File: src/rtl/kgp_mc_controller.sv
// Multi-cycle control FSM for the KGP-RISC datapath (fetch/decode/exec/mem/wb).
// Define KGP_PERF_CNT_EN to add the cyc_cnt/instr_cnt performance counters.
module kgp_mc_controller #(
    parameter int WAIT_MAX = 16,
    parameter int CNT_W    = 8
) (
    input  logic        clk,
    input  logic        rst,
    input  logic        start,
    input  logic [5:0]  opcode,
    input  logic [4:0]  funct,
    input  logic        zero_flag,
    input  logic        neg_flag,
    input  logic        carry_flag,
    input  logic        imem_ack,
    input  logic        dmem_ack,
    output logic        imem_req,
    output logic        ir_en,
    output logic        pc_en,
    output logic [4:0]  alu_op,
    output logic        alu_src,
    output logic        branch,
    output logic        br_link,
    output logic        dmem_req,
    output logic        mem_read,
    output logic        mem_write,
    output logic        mem_to_reg,
    output logic        reg_write,
    output logic        halted,
    output logic        bus_err,
    output logic        illegal,
    output logic [2:0]  state
`ifdef KGP_PERF_CNT_EN
    ,
    output logic [31:0] cyc_cnt,
    output logic [31:0] instr_cnt
`endif
);

    localparam logic [2:0] S_IDLE   = 3'd0;
    localparam logic [2:0] S_FETCH  = 3'd1;
    localparam logic [2:0] S_DECODE = 3'd2;
    localparam logic [2:0] S_EXEC   = 3'd3;
    localparam logic [2:0] S_MEM    = 3'd4;
    localparam logic [2:0] S_WB     = 3'd5;
    localparam logic [2:0] S_HALT   = 3'd7;

    localparam logic [5:0] OP_ALU  = 6'd0;
    localparam logic [5:0] OP_ALUI = 6'd1;
    localparam logic [5:0] OP_LW   = 6'd2;
    localparam logic [5:0] OP_SW   = 6'd3;
    localparam logic [5:0] OP_BCC  = 6'd4;
    localparam logic [5:0] OP_B    = 6'd5;
    localparam logic [5:0] OP_BL   = 6'd6;
    localparam logic [5:0] OP_BR   = 6'd7;
    localparam logic [5:0] OP_HALT = 6'd63;

    localparam logic [CNT_W:0]   WAIT_LIMIT = WAIT_MAX[CNT_W:0];
    localparam logic [CNT_W:0]   ONE_WIDE   = {{CNT_W{1'b0}}, 1'b1};
    localparam logic [CNT_W-1:0] CNT_ALL1   = {CNT_W{1'b1}};

    logic [2:0]       cur_state;
    logic [2:0]       next_state;
    logic [5:0]       op_q;
    logic [4:0]       funct_q;
    logic [CNT_W-1:0] wait_cnt;
    logic [CNT_W:0]   wait_inc;
    logic             wait_expired;
    logic             waiting;
    logic             set_bus_err;
    logic             set_illegal;
    logic             branch_taken;
    logic             opcode_legal;

    assign state    = cur_state;
    assign wait_inc = {1'b0, wait_cnt} + ONE_WIDE;
    // The request cycle that would bring the counter up to WAIT_MAX is the last one allowed.
    assign wait_expired = (WAIT_MAX != 0) && (wait_inc == WAIT_LIMIT);
    assign waiting = ((cur_state == S_FETCH) && !imem_ack) ||
                     ((cur_state == S_MEM) && !dmem_ack);
    assign opcode_legal = (opcode <= OP_BR);

    always_comb begin
        branch_taken = 1'b0;
        if (funct_q[4:2] == 3'b000) begin
            case (funct_q[1:0])
                2'd0:    branch_taken = zero_flag;
                2'd1:    branch_taken = !zero_flag;
                2'd2:    branch_taken = neg_flag;
                default: branch_taken = carry_flag;
            endcase
        end
    end

    always_comb begin
        next_state  = cur_state;
        imem_req    = 1'b0;
        ir_en       = 1'b0;
        pc_en       = 1'b0;
        alu_op      = 5'd0;
        alu_src     = 1'b0;
        branch      = 1'b0;
        br_link     = 1'b0;
        dmem_req    = 1'b0;
        mem_read    = 1'b0;
        mem_write   = 1'b0;
        mem_to_reg  = 1'b0;
        reg_write   = 1'b0;
        halted      = 1'b0;
        set_bus_err = 1'b0;
        set_illegal = 1'b0;
        case (cur_state)
            S_IDLE: begin
                if (start) next_state = S_FETCH;
            end
            S_FETCH: begin
                imem_req = 1'b1;
                if (imem_ack) begin
                    ir_en      = 1'b1;
                    pc_en      = 1'b1;
                    next_state = S_DECODE;
                end else if (wait_expired) begin
                    set_bus_err = 1'b1;
                    next_state  = S_HALT;
                end
            end
            S_DECODE: begin
                if (opcode == OP_HALT) begin
                    next_state = S_HALT;
                end else if (opcode_legal) begin
                    next_state = S_EXEC;
                end else begin
                    set_illegal = 1'b1;
                    next_state  = S_HALT;
                end
            end
            S_EXEC: begin
                next_state = S_FETCH;
                case (op_q)
                    OP_ALU: begin
                        alu_op     = funct_q;
                        next_state = S_WB;
                    end
                    OP_ALUI: begin
                        alu_op     = funct_q;
                        alu_src    = 1'b1;
                        next_state = S_WB;
                    end
                    OP_LW, OP_SW: begin
                        alu_src    = 1'b1;
                        next_state = S_MEM;
                    end
                    OP_BCC: begin
                        branch = branch_taken;
                        pc_en  = branch_taken;
                    end
                    OP_B: begin
                        branch = 1'b1;
                        pc_en  = 1'b1;
                    end
                    OP_BL: begin
                        branch    = 1'b1;
                        pc_en     = 1'b1;
                        br_link   = 1'b1;
                        reg_write = 1'b1;
                    end
                    OP_BR: begin
                        branch = 1'b1;
                        pc_en  = 1'b1;
                        alu_op = 5'd31;
                    end
                    default: next_state = S_FETCH;
                endcase
            end
            S_MEM: begin
                dmem_req  = 1'b1;
                mem_read  = (op_q == OP_LW);
                mem_write = (op_q == OP_SW);
                if (dmem_ack) begin
                    next_state = (op_q == OP_LW) ? S_WB : S_FETCH;
                end else if (wait_expired) begin
                    set_bus_err = 1'b1;
                    next_state  = S_HALT;
                end
            end
            S_WB: begin
                reg_write  = 1'b1;
                mem_to_reg = (op_q == OP_LW);
                next_state = S_FETCH;
            end
            S_HALT: begin
                halted = 1'b1;
            end
            default: next_state = S_IDLE;
        endcase
    end

    always_ff @(posedge clk or negedge rst) begin
        if (!rst) begin
            cur_state <= S_IDLE;
            op_q      <= 6'd0;
            funct_q   <= 5'd0;
            bus_err   <= 1'b0;
            illegal   <= 1'b0;
        end else begin
            cur_state <= next_state;
            if (cur_state == S_DECODE) begin
                op_q    <= opcode;
                funct_q <= funct;
            end
            if (set_bus_err) bus_err <= 1'b1;
            if (set_illegal) illegal <= 1'b1;
        end
    end

    // Counter runs only while a request is outstanding; any other cycle clears it,
    // so it always starts from zero on entry to FETCH or MEM.
    always_ff @(posedge clk or negedge rst) begin
        if (!rst) begin
            wait_cnt <= '0;
        end else if (waiting) begin
            if (wait_cnt != CNT_ALL1) wait_cnt <= wait_inc[CNT_W-1:0];
        end else begin
            wait_cnt <= '0;
        end
    end

`ifdef KGP_PERF_CNT_EN
    always_ff @(posedge clk or negedge rst) begin
        if (!rst) begin
            cyc_cnt   <= 32'd0;
            instr_cnt <= 32'd0;
        end else begin
            if ((cur_state != S_IDLE) && (cur_state != S_HALT)) cyc_cnt <= cyc_cnt + 32'd1;
            if ((next_state == S_FETCH) &&
                ((cur_state == S_EXEC) || (cur_state == S_MEM) || (cur_state == S_WB)))
                instr_cnt <= instr_cnt + 32'd1;
        end
    end
`endif

endmodule
File: config.mk
export PLATFORM = sky130hd
export DESIGN_NAME = kgp_mc_controller
export DESIGN_NICKNAME = d
export VERILOG_FILES = /design/src/rtl/kgp_mc_controller.sv
export SDC_FILE = /design/constraint.sdc
export NUM_CORES = 1
export LEC_CHECK = 0
export BUFFER_PORTS_ARGS = -buffer_cell sky130_fd_sc_hd__buf_2
export CAP_MARGIN = 20
export CORE_MARGIN = 5
export CORE_UTILIZATION = 51
export DETAILED_ROUTE_END_ITERATION = 8
export PLACE_DENSITY = 0.85
export RECOVER_POWER = 25
export REMOVE_ABC_BUFFERS = 1
export SLEW_MARGIN = 5
export SYNTH_ARGS = -nofsm -noshare
export SYNTH_HDL_FRONTEND = slang
export SYNTH_SLANG_ARGS = --single-unit
File: constraint.sdc
create_clock -name clk -period 2.2 [get_ports clk]
set_input_delay 0.44 -clock clk [delete_from_list [all_inputs] [get_ports clk]]
set_output_delay 0.44 -clock clk [all_outputs]
set_load 0.02 [all_outputs]
* After elaboration in Yosys (flattened, before gate mapping)
Index checks and enable logic that the tools add are counted.
** Operators by class
- Multiplexer cells :: 38
- Magnitude comparators :: 1
- Reductions and logical operators :: 15
- Equality and inequality tests :: 20
- Bitwise operators :: 1
- Add/sub/neg operators :: 1
** Operators by type and width (count)
- == test 6 x 3 -> 1 bit (second input constant) :: 4
- two-way mux 3 bit :: 7
- one-hot mux 3 bit (7 select lines) :: 1
- two-way mux 1 bit :: 20
- two-way mux 8 bit :: 2
- == test 6 x 2 -> 1 bit (second input constant) :: 2
- one-hot mux 5 bit (2 select lines) :: 1
- adder 8 x 1 -> 9 bit (second input constant) :: 1
- == test 3 bit (second input constant) :: 3
- == test 9 x 5 -> 1 bit (second input constant) :: 1
- inequality test 8 bit (second input constant) :: 1
- one-hot mux 1 bit (2 select lines) :: 4
- == test 3 x 2 -> 1 bit (second input constant) :: 2
- == test 6 x 1 -> 1 bit (second input constant) :: 1
- == test 6 bit (second input constant) :: 1
- less-or-equal comparator 6 x 3 -> 1 bit (second input constant) :: 1
- logical NOT 3 bit :: 2
- logical NOT 6 bit :: 1
- one-hot mux 3 bit (2 select lines) :: 1
- OR reduction 3 bit :: 2
- two-way mux 5 bit :: 1
- OR reduction 2 bit :: 2
- == test 3 x 1 -> 1 bit (second input constant) :: 1
- logical NOT 1 bit :: 3
- 10 further kinds :: 11
** Word-level totals
- Output and inout port bits :: 22
- Word-level logic and storage cells :: 82
- Bits in registers :: 24
- Bits of input ports :: 19

* Logic depth before layout (Yosys ltp)
- Depth in word-level cells :: 5
- Depth in mapped cells :: 6
- Mapped depth without buffers :: 5

* Worst setup path after synthesis
OpenSTA, ideal clock, no wires.
- Path kind :: register to output
- Start :: register cur_state[0] (netlist: state[0])
- End :: output reg_write
- Slack :: -61 ps
- Arrival :: 1821 ps
- Stages on the path, launching flop included :: 6
- Required time :: 1760 ps
- Path buffers :: 1
- Path through :: dfrtp_1 > buf_2 > nand3b_4 > nand2b_1 > nor3_1 > o21bai_1
** Between the ends
- Cells in the longest elaborated chain, start to end :: 2
- Elaborated cells on any way between the ends :: 3
- Those cells by class :: 2 x eq/ne; 1 x mux
** Ends and longest elaborated chain
- start, declared :: RTL line 62 : logic [2:0] cur_state;
- start signal, assigned :: RTL line 206 : cur_state <= next_state;
- == test 3 bit / == test 3 x 2 -> 1 bit (equally long branches) :: RTL line 112 : case (cur_state)
- one-hot mux 1 bit (2 select lines) * :: RTL line 112
- end, declared :: RTL line 28 : output logic reg_write,
Mark *: on every way between the ends. The rest lies on a longest branch, timed or not.

* Worst setup path after layout
- Start :: register op_q[4]
- End :: output mem_to_reg
** Between the ends
- Cells in the longest elaborated chain, start to end :: 2
** Ends and longest elaborated chain
- start, declared :: RTL line 64 : logic [5:0] op_q;
- start signal, assigned :: RTL line 208 : op_q <= opcode;
- == test 6 x 2 -> 1 bit :: RTL line 188 : mem_to_reg = (op_q == OP_LW);
- two-way mux 1 bit :: RTL line 112
- end, declared :: RTL line 27 : output logic mem_to_reg,
Every way passes these cells.

==> results.yml <==
place:
  dpl.hpwl_mm: 2.63
  pre_cts_slack_ns: 0.208
  portBuffers: 40
  gp_congestion: 0.909
  placed_area_um2: 1650
critical_path:
  r2r_end: "state[2]$_DFFE_PN0P_"
  critPathMaxFanout: 3
  cpMaxStageDelayCell: "dfrtp_1"
  ff2ff_setup_slack_ns: 0.22
  cp.arrival_ns: 1.79
  worstPathCellList: "nor4_4 > buf_4 > nand2_4 > nor4_1 > buf_2"
  endpoint_kind: "primary output"
  worst_ep_required_time_ns: 1.76
  critPathKind: "reg2out"
  crit_path_start_kind: "flip-flop"
  r2r_cells: 5
  cpPeakStageDelay_ns: 0.46
  r2r_start: "wait_cnt[0]$_DFFE_PN0P_"
drt:
  vias_per_cell: 6.08
  dr.pass1.iters: 4
  vias: 1368
  wirelength_mm: 3.84
  drc: 0
  ant_nets: 0
  drt_iter0_markers: 90
  wl_per_cell_um: 17.0
synthesis:
  syn_area_um2: 1400
  synthArstFlopShare: 1.00
  ys.flop_type: "dfrtp_1"
  ys_warn_count: 0
  ys_ff_latch: 24
  syn_inst: 144
  yosysSeqAreaShare: 0.430
  synth.distinct_cells: 43
  syn_area_per_cell_um2: 9.69
  synth_edf_count: 0
worst_hold_path:
  hold_path_class: "in2reg"
  hp-start: "opcode[0]"
  min_to: "op_q[0]$_DFFE_PN0P_"
  hold_depth: 3
clock_network:
  clock_path_buffers: 2
  htreeDepth: 1
  cts.reportedPaths.clkPinSlew_ns: 0.13
  tritoncts: "built"
  cts_sinks: 24
  worstSkewPairLatency_ns: 0.32
  numCtsBuffers: 3
  cts_hold_buffers: 0
  root_buffer: "clkbuf_4"
power_and_ir_drop:
  p_per_area_nw_per_um2: 1110
  power_w: 0.00204
  ir_drop_v: 0.000902
  leakagePower_nw: 0.825
grt:
  grt_start_max_net_pins: 25
  antenna_found_initial: 0
  grt_pass1_vias: 1275
  grt_first_pass_wirelength_mm: 5.87
  grt.overflow.total: 0
  grt_use_total: 0.183
final_layout:
  post-route-util: 0.686
  finalNetCount: 215
  layout_common_cells: "31 x buf_2, 21 x dfrtp_1, 14 x buf_4"
  diodes: 0
  fin_area_um2: 1840
  layout_commonest_cell: "buf_2"
  drive_gt1_frac: 0.464
  area_growth_syn_to_layout_pct: 32.1
timing:
  rsz0062_at_grt: "yes"
  fin_worst_skew_ns: 0.00261
  setup_violations: 1
  finalSetupTns_ns: -0.0343
  fin_crit_sh: 1.02
  maxSlewViolCount: 0
  hold_viol: 0
  max_freq_ghz: 0.448
  finalCriticalPeriod_ns: 2.23
  maxSlewHeadroom: 0.164
  finalWorstSetupSlack_ns: -0.0343
  worst_slew_pin_slew_ns: 1.25
floorplanning:
  die-height_um: 62.3
  row_count: 19
  io_pins: 41
  dieArea_um2: 3880
  die_w_um: 62.3
  coreArea_um2: 2690
  start_util: 0.519
status:
  status: "finished, violations left"
  violations: "setup timing"
run:
  drv_cap: 0
## registers in the layout (all words and copies together) (netlist names)
name / flops
wait_cnt: 8
op_q: 6
funct_q: 5
state: 3
bus_err: 1
illegal: 1
## logic make-up (layout without fill, tap and decap cells)
kind of cell | after synthesis | count (layout) | share of synthesized area
and+or+nand+nor | 66 | 66 | 0.280
DFF | 24 | 24 | 0.430
xor gates and xnor gates | 3 | 3 | 0.0188
adders and majority gates | 1 | 1 | 0.00897
muxes | 13 | 13 | 0.102
AOI/OAI and AO/OA | 30 | 30 | 0.138
buffers and inverters | 7 | 57 | 0.0215
## power breakdown
part / internal [W] / leakage, nW / switching [W]
Combinational: 0.000459 / 0.507 / 0.000522
Sequential: 0.000597 / 0.297 / 0.000225
Clock: 0.000101 / 0.0210 / 0.000138
Total: 0.00116 / 0.825 / 0.000885
## timing repair
action	CTS	global route
buffers inserted	0	6
gates resized for setup	10	24
setup endpoints to repair	8	11
pin swaps	0	12
## cell usage after synthesis, types with 2 or more instances
master	count	area, um^2
a21oi_1	11	55.1
a31oi_1	3	18.8
and2_1	2	12.5
and3_1	2	12.5
and4_1	3	26.3
buf_2	3	15.0
dfrtp_1	24	601
inv_1	3	11.3
mux2_2	10	113
mux2i_1	3	30.0
nand2_1	14	52.6
nand2b_1	3	18.8
nand3_1	5	25.0
nand4_1	2	12.5
nor2_1	8	30.0
nor2b_1	3	18.8
nor3_1	11	55.1
nor4_1	2	12.5
o2111ai_1	3	26.3
o21bai_1	3	22.5
o22ai_1	2	12.5
xnor2_1	3	26.3
## worst max-delay path by stage
| stage | start | endpoint | slack [ns] | depth (start not counted) |
|---|---|---|---|---|
| final | op_q[4]$_DFFE_PN0P_ | mem_to_reg | -0.03 | 5 |
| after global routing | op_q[4]$_DFFE_PN0P_ | mem_to_reg | -0.17 | 5 |
| after CTS | op_q[2]$_DFFE_PN0P_ | alu_op[1] | 0.02 | 5 |
| after detailed placement | op_q[2]$_DFFE_PN0P_ | alu_op[1] | 0.21 | 5 |
| after global placement | op_q[2]$_DFFE_PN0P_ | alu_op[4] | 0.27 | 5 |
| after floorplan | state[0]$_DFFE_PN0P_ | reg_write | -0.05 | 4 |
## cell type report
type                            count  area [um^2]
Clock buffer                        4         36.3
Fill cell                         215          843
Inverter                            3         11.3
Timing Repair Buffer               50          303
Multi-Input combinational cell    113          850
Tap cell                           31         38.8
Sequential cell                    24          604
## critical path: cells and delay by family, from the launching register on
kind          cells  cell delay [ns]
buf+inv           2             0.41
simple gates      3             0.61
flops             1             0.46
## layer usage
layer  wire length, um  global-route usage
met3               262              0.0306
met5                 0                   0
met1              1550               0.239
met2              1890               0.303
met4               128              0.0663
## through the flow
step | instances | hold WS (ns)
3_5_place_dp | 215 | 0.445
2_1_floorplan | 140 | 0.144
3_3_place_gp | 215 | 0.442
6_report | 225 | 0.344
5_1_grt | 225 | 0.333
4_1_cts | 219 | 0.0939
(Power assumes the default switching activity.)
